**src/rtl/alu_issue_pkg.sv**
```systemverilog
// Shared ALU select codes, alu_op encodings and issue FSM state for alu_issue_ctrl.
package alu_issue_pkg;

  localparam logic [3:0] ALU_SEL_ADD = 4'b0010;
  localparam logic [3:0] ALU_SEL_SUB = 4'b0110;
  localparam logic [3:0] ALU_SEL_AND = 4'b0000;
  localparam logic [3:0] ALU_SEL_OR  = 4'b0001;
  localparam logic [3:0] ALU_SEL_ILL = 4'b1111;

  localparam logic [1:0] ALU_OP_MEM = 2'b00;
  localparam logic [1:0] ALU_OP_BR  = 2'b01;
  localparam logic [1:0] ALU_OP_R   = 2'b10;
  localparam logic [1:0] ALU_OP_I   = 2'b11;

  typedef enum logic [1:0] {
    IDLE = 2'd0,
    EXEC = 2'd1,
    RESP = 2'd2
  } state_t;

endpackage

```
**src/rtl/alu_issue_decode.sv**
```systemverilog
// Combinational translation of alu_op/funct3/funct7[5] into the ALU select code.
module alu_issue_decode
  import alu_issue_pkg::*;
(
  input  logic [1:0] alu_op,
  input  logic [2:0] funct3,
  input  logic       funct7_5,
  output logic [3:0] sel,
  output logic       illegal
);

  always_comb begin
    sel     = ALU_SEL_ILL;
    illegal = 1'b1;
    unique case (alu_op)
      ALU_OP_MEM: begin sel = ALU_SEL_ADD; illegal = 1'b0; end
      ALU_OP_BR:  begin sel = ALU_SEL_SUB; illegal = 1'b0; end
      ALU_OP_R, ALU_OP_I: begin
        case (funct3)
          3'b000: begin
            // Immediates have no sub form, so bit 30 only matters for R-type.
            sel     = (alu_op == ALU_OP_R && funct7_5) ? ALU_SEL_SUB : ALU_SEL_ADD;
            illegal = 1'b0;
          end
          3'b111: begin sel = ALU_SEL_AND; illegal = 1'b0; end
          3'b110: begin sel = ALU_SEL_OR;  illegal = 1'b0; end
          default: begin sel = ALU_SEL_ILL; illegal = 1'b1; end
        endcase
      end
      default: begin sel = ALU_SEL_ILL; illegal = 1'b1; end
    endcase
  end

endmodule

```
**src/rtl/alu_issue_ctrl.sv**
```systemverilog
// Issue controller: decode -> registered ALU operands -> captured response (IDLE/EXEC/RESP).
// Define ALU_ISSUE_PERF_EN to add the perf_ops/perf_illegal counters.
module alu_issue_ctrl
  import alu_issue_pkg::*;
#(
  parameter int DATA_W = 32
) (
  input  logic              clk,
  input  logic              rst_n,
  input  logic              req_valid,
  output logic              req_ready,
  input  logic [1:0]        req_alu_op,
  input  logic [2:0]        req_funct3,
  input  logic              req_funct7_5,
  input  logic [DATA_W-1:0] req_a,
  input  logic [DATA_W-1:0] req_b,
  output logic [3:0]        alu_sel,
  output logic [DATA_W-1:0] alu_a,
  output logic [DATA_W-1:0] alu_b,
  input  logic [DATA_W-1:0] alu_c,
  input  logic              alu_z,
  output logic              rsp_valid,
  input  logic              rsp_ready,
  output logic [DATA_W-1:0] rsp_result,
  output logic              rsp_zero,
  output logic              rsp_illegal
`ifdef ALU_ISSUE_PERF_EN
  ,
  output logic [31:0]       perf_ops,
  output logic [31:0]       perf_illegal
`endif
);

  state_t     state;
  logic       ill_q;
  logic [3:0] dec_sel;
  logic       dec_ill;
  logic       accept;

  alu_issue_decode u_dec (
    .alu_op   (req_alu_op),
    .funct3   (req_funct3),
    .funct7_5 (req_funct7_5),
    .sel      (dec_sel),
    .illegal  (dec_ill)
  );

  assign accept = (state == IDLE) && req_valid && req_ready;

  always_ff @(posedge clk or negedge rst_n) begin
    if (!rst_n) begin
      state       <= IDLE;
      req_ready   <= 1'b1;
      rsp_valid   <= 1'b0;
      alu_sel     <= '0;
      alu_a       <= '0;
      alu_b       <= '0;
      ill_q       <= 1'b0;
      rsp_result  <= '0;
      rsp_zero    <= 1'b0;
      rsp_illegal <= 1'b0;
    end else begin
      case (state)
        IDLE: if (accept) begin
          alu_sel   <= dec_sel;
          alu_a     <= req_a;
          alu_b     <= req_b;
          ill_q     <= dec_ill;
          req_ready <= 1'b0;
          state     <= EXEC;
        end
        EXEC: begin
          // Illegal ops never expose whatever the ALU does with the 1111 select.
          rsp_result  <= ill_q ? '0 : alu_c;
          rsp_zero    <= !ill_q && alu_z;
          rsp_illegal <= ill_q;
          rsp_valid   <= 1'b1;
          state       <= RESP;
        end
        RESP: if (rsp_ready) begin
          rsp_valid <= 1'b0;
          req_ready <= 1'b1;
          state     <= IDLE;
        end
        default: begin
          req_ready <= 1'b1;
          rsp_valid <= 1'b0;
          state     <= IDLE;
        end
      endcase
    end
  end

`ifdef ALU_ISSUE_PERF_EN
  always_ff @(posedge clk or negedge rst_n) begin
    if (!rst_n) begin
      perf_ops     <= '0;
      perf_illegal <= '0;
    end else if (accept) begin
      perf_ops     <= perf_ops + 32'd1;
      perf_illegal <= perf_illegal + {31'd0, dec_ill};
    end
  end
`endif

endmodule

```
**config.mk**
```make
export PLATFORM = sky130hd
export DESIGN_NAME = alu_issue_ctrl
export DESIGN_NICKNAME = d
export VERILOG_FILES = /design/src/rtl/alu_issue_pkg.sv /design/src/rtl/alu_issue_decode.sv /design/src/rtl/alu_issue_ctrl.sv
export SDC_FILE = /design/constraint.sdc
export NUM_CORES = 1
export LEC_CHECK = 0
export ABC_AREA = 0
export CAP_MARGIN = 0
export CORE_ASPECT_RATIO = 0.6
export CORE_MARGIN = 2
export CORE_UTILIZATION = 40
export CTS_CLUSTER_DIAMETER = 150
export DETAILED_ROUTE_END_ITERATION = 16
export GPL_TIMING_DRIVEN = 0
export HOLD_SLACK_MARGIN = 0.1
export PLACE_DENSITY = 0.8
export SETUP_SLACK_MARGIN = 0.1
export SLEW_MARGIN = 20
export SYNTH_ARGS = -nofsm -noshare
export SYNTH_HDL_FRONTEND = slang
export SYNTH_SLANG_ARGS = --single-unit
```
**constraint.sdc**
```tcl
create_clock -name clk -period 1.7 [get_ports clk]
set_input_delay 0.34 -clock clk [delete_from_list [all_inputs] [get_ports clk]]
set_output_delay 0.34 -clock clk [all_outputs]
set_load 0.1 [all_outputs]
```
==> key figures <==
Finish
  • Ratio of cells with drive above 1 in the final layout: 20.8%
  • Inserted Diodes: 0
  • Area delta synth->final: 51.7%
  • Nets@finish: 780
  • Commonest non-fill, non-tap cell in the layout: nand2_1
  • Commonest non-fill, non-tap cells in the layout: nand2_1, dfrtp_1, clkdlybuf4s50_1

Yosys
  • Distinct cells, synth: 25
  • #FFs+latches synth: 107
  • Synthesis Warnings: 0
  • Post-synth top area cell: dfrtp_1
  • Syn Std Cell Area: 0.00422 mm²
  • Top post-synthesis cells by area: dfrtp_1, nand2_1, nand2b_1
  • Syn_area_per_cell: 9.37 µm²
  • Share of the synthesized area in the top cell type: around 63%
  • Post-Syn Instances: 450
  • Net Count, Synth: between 500 and 600
  • Seq/Total Area, Yosys: 63.5%

Worst setup path
  • Depth of the most critical reg-to-reg path: 7
  • Terminus of the critical flop-to-flop path: alu_b[21]
  • Worst EP required: approximately 1.4 ns
  • CP endpoint kind: output port
  • Slowest cell on the critical path: clkdlybuf4s18_2
  • Arr. time, crit path: 1.23 ns
  • Reg2Reg Setup Slack: 0.19 ns
  • CP startpoint kind: flip-flop
  • Critical path buffer and inverter count: 1
  • Worst Path Class, Setup: flip-flop to output port
  • CP peak stage delay: 0.54 ns
  • Sequence of cells on the critical path: clkdlybuf4s18_2
  • FF-to-FF Start: req_ready
  • CP Max Fanout: 2
  • Delay-heaviest family, CP: buffers and inverters

Global route
  • Total GRT Usage: 21.9%
  • GR Overflow Total: 0
  • Pin count of the biggest net entering global routing: between 70 and 80
  • Vias in the first global route: 3893
  • First-pass GRT wire length: 19400 µm
  • Initial antenna violation count: 0

Place
  • Hpwl dp: 9260 µm
  • Placer congestion estimate: slightly above 0.8
  • IO buf count: 210
  • Setup WS pre-CTS: -0.402 ns

Route
  • Post-route ant nets: 0
  • DRT Pass-1 Iters: 4
  • Drt total wl: 12100 µm
  • Starting DRT DRC Count: 147
  • Residual DRC: 0
  • Wirelength per Cell: 14.9 µm
  • Via count: 3781
  • DR vias/cell: 4.66

Clocking
  • Root Buffer: clkbuf_16
  • Depth of the CTS H-tree: 3
  • CTS buffer count: 9
  • Clock tree buffer depth: 2
  • Clock-pin slew of the registers on the worst-case setup and hold paths: 0.07 ns
  • Clk Latency, worst-skew pair: 0.34 ns
  • CTS tree: done
  • Clock sinks: about 110

Run status
  • Status: finished clean

Floorplan
  • Starting density of the core: around two fifths
  • Full die area: between 0.01 and 0.015 mm²
  • Die height: 83.5 µm
  • Row count: 28
  • Io pins: between 200 and 250
  • CORE AREA: slightly above 0.01 mm²
  • Die Span X: about 140 µm

STA
  • Final Hold Viols: 0
  • Final Max Tran Viols: 0
  • Post-route minimum period: 1.57 ns
  • Setup violations, final: 0
  • Normalized max-slew margin: approximately two thirds
  • Final period util: 92.3%
  • Final Skew: around 0.0083 ns
  • Fmax: 638 MHz
  • Final worst setup slack: between 0.1 and 0.15 ns
  • RSZ-0062 raised after global routing: false
  • Slew @ Worst Pin: 0.522 ns

Hold path
  • Hold crit path type: primary input to asynchronous set/reset pin

Job
  • Max-Cap Viols: 0
## worst max path at each step
stage,slack (ns),to,startpoint,depth (start not counted)
final,0.13,rsp_result[13],rsp_result[13],1
after CTS,0.10,alu_b[18],alu_b[18],1
after global routing,0.09,alu_b[22],req_ready,7
after floorplan,0.11,alu_a[0],req_ready,6
after detailed placement,-0.40,req_ready,req_ready,1
after global placement,-3.72,alu_b[12],rst_n,1
## metrics by stage
| stage | utilization (%) | TNS (ns) | cells | hold slack [ns] | area [µm²] |
|---|---|---|---|---|---|
| global placement | 64.6 | -407.61 | 795 | 0.457 | 6490 |
| floorplan | - | 0 | 450 | 0.0444 | 4220 |
| detailed placement | 64.8 | -12.09 | 796 | 0.252 | 6520 |
| finish | 63.6 | 0 | 812 | 0.462 | 6390 |
| CTS | 67.5 | 0 | 812 | 0.452 | 6790 |
| global route | 63.6 | 0 | 812 | 0.480 | 6390 |
## logic make-up after synthesis
family | after synthesis | synth area share [%]
AO/OA/AOI/OAI | 46 | 6.17
buffers and inverters | 26 | 3.59
flip-flops | 107 | 63.5
AND/OR/NAND/NOR | 270 | 26.4
multiplexers | 1 | 0.267
## synthesized netlist by cell type
cell type	instances
inv_4	1
nand2_1	227
a311oi_1	1
a21oi_1	1
a211oi_1	1
o21ai_0	34
o41ai_1	1
nor3_1	1
nand4bb_1	1
a31oi_1	1
buf_6	3
mux2_2	1
o21a_1	1
a21boi_0	1
nor2_1	4
dfrtp_1	106
nor2b_1	1
buf_2	11
o31ai_1	1
a41oi_1	1
nand2b_1	36
buf_4	4
clkbuf_1	7
dfstp_2	1
a21o_1	3
## layout make-up
type,count,area [µm²]
tap,135,169
fill,874,3660
multi-input combinational,317,1390
sequential,107,2680
inverter,1,6.26
buffer,25,151
clock inverter,4,75.1
timing repair buffer,212,1680
clock buffer,11,243
## what timing repair did
| item | CTS | global route |
|---|---|---|
| endpoints found under the setup margin | 104 | 89 |
| buffers inserted | 0 | 0 |
| hold buffers | 1 | 0 |
| hold endpoints to repair | 33 | 0 |
| gates cloned | 0 | 0 |
| gates resized for setup | 407 | 106 |
## registers in the layout (all words and copies together), names as in the netlist
name and count:
rsp_zero 1, rsp_illegal 1, alu_sel 4, alu_a 32
ill_q 1, rsp_result 32, req_ready 1, rsp_valid 1
alu_b 32, state 2
## metal layers
metal	up-vias	share of wire [%]	global-route usage [%]
li1	1853	-	-
met1	1775	44	27.6
met2	131	47	36.2
met3	22	7.8	6.19
met4	0	2.1	7.67
met5	-	0	0
Power is not shown: default switching activity piles up to over one toggle a cycle in this logic, so the estimate is an artifact.
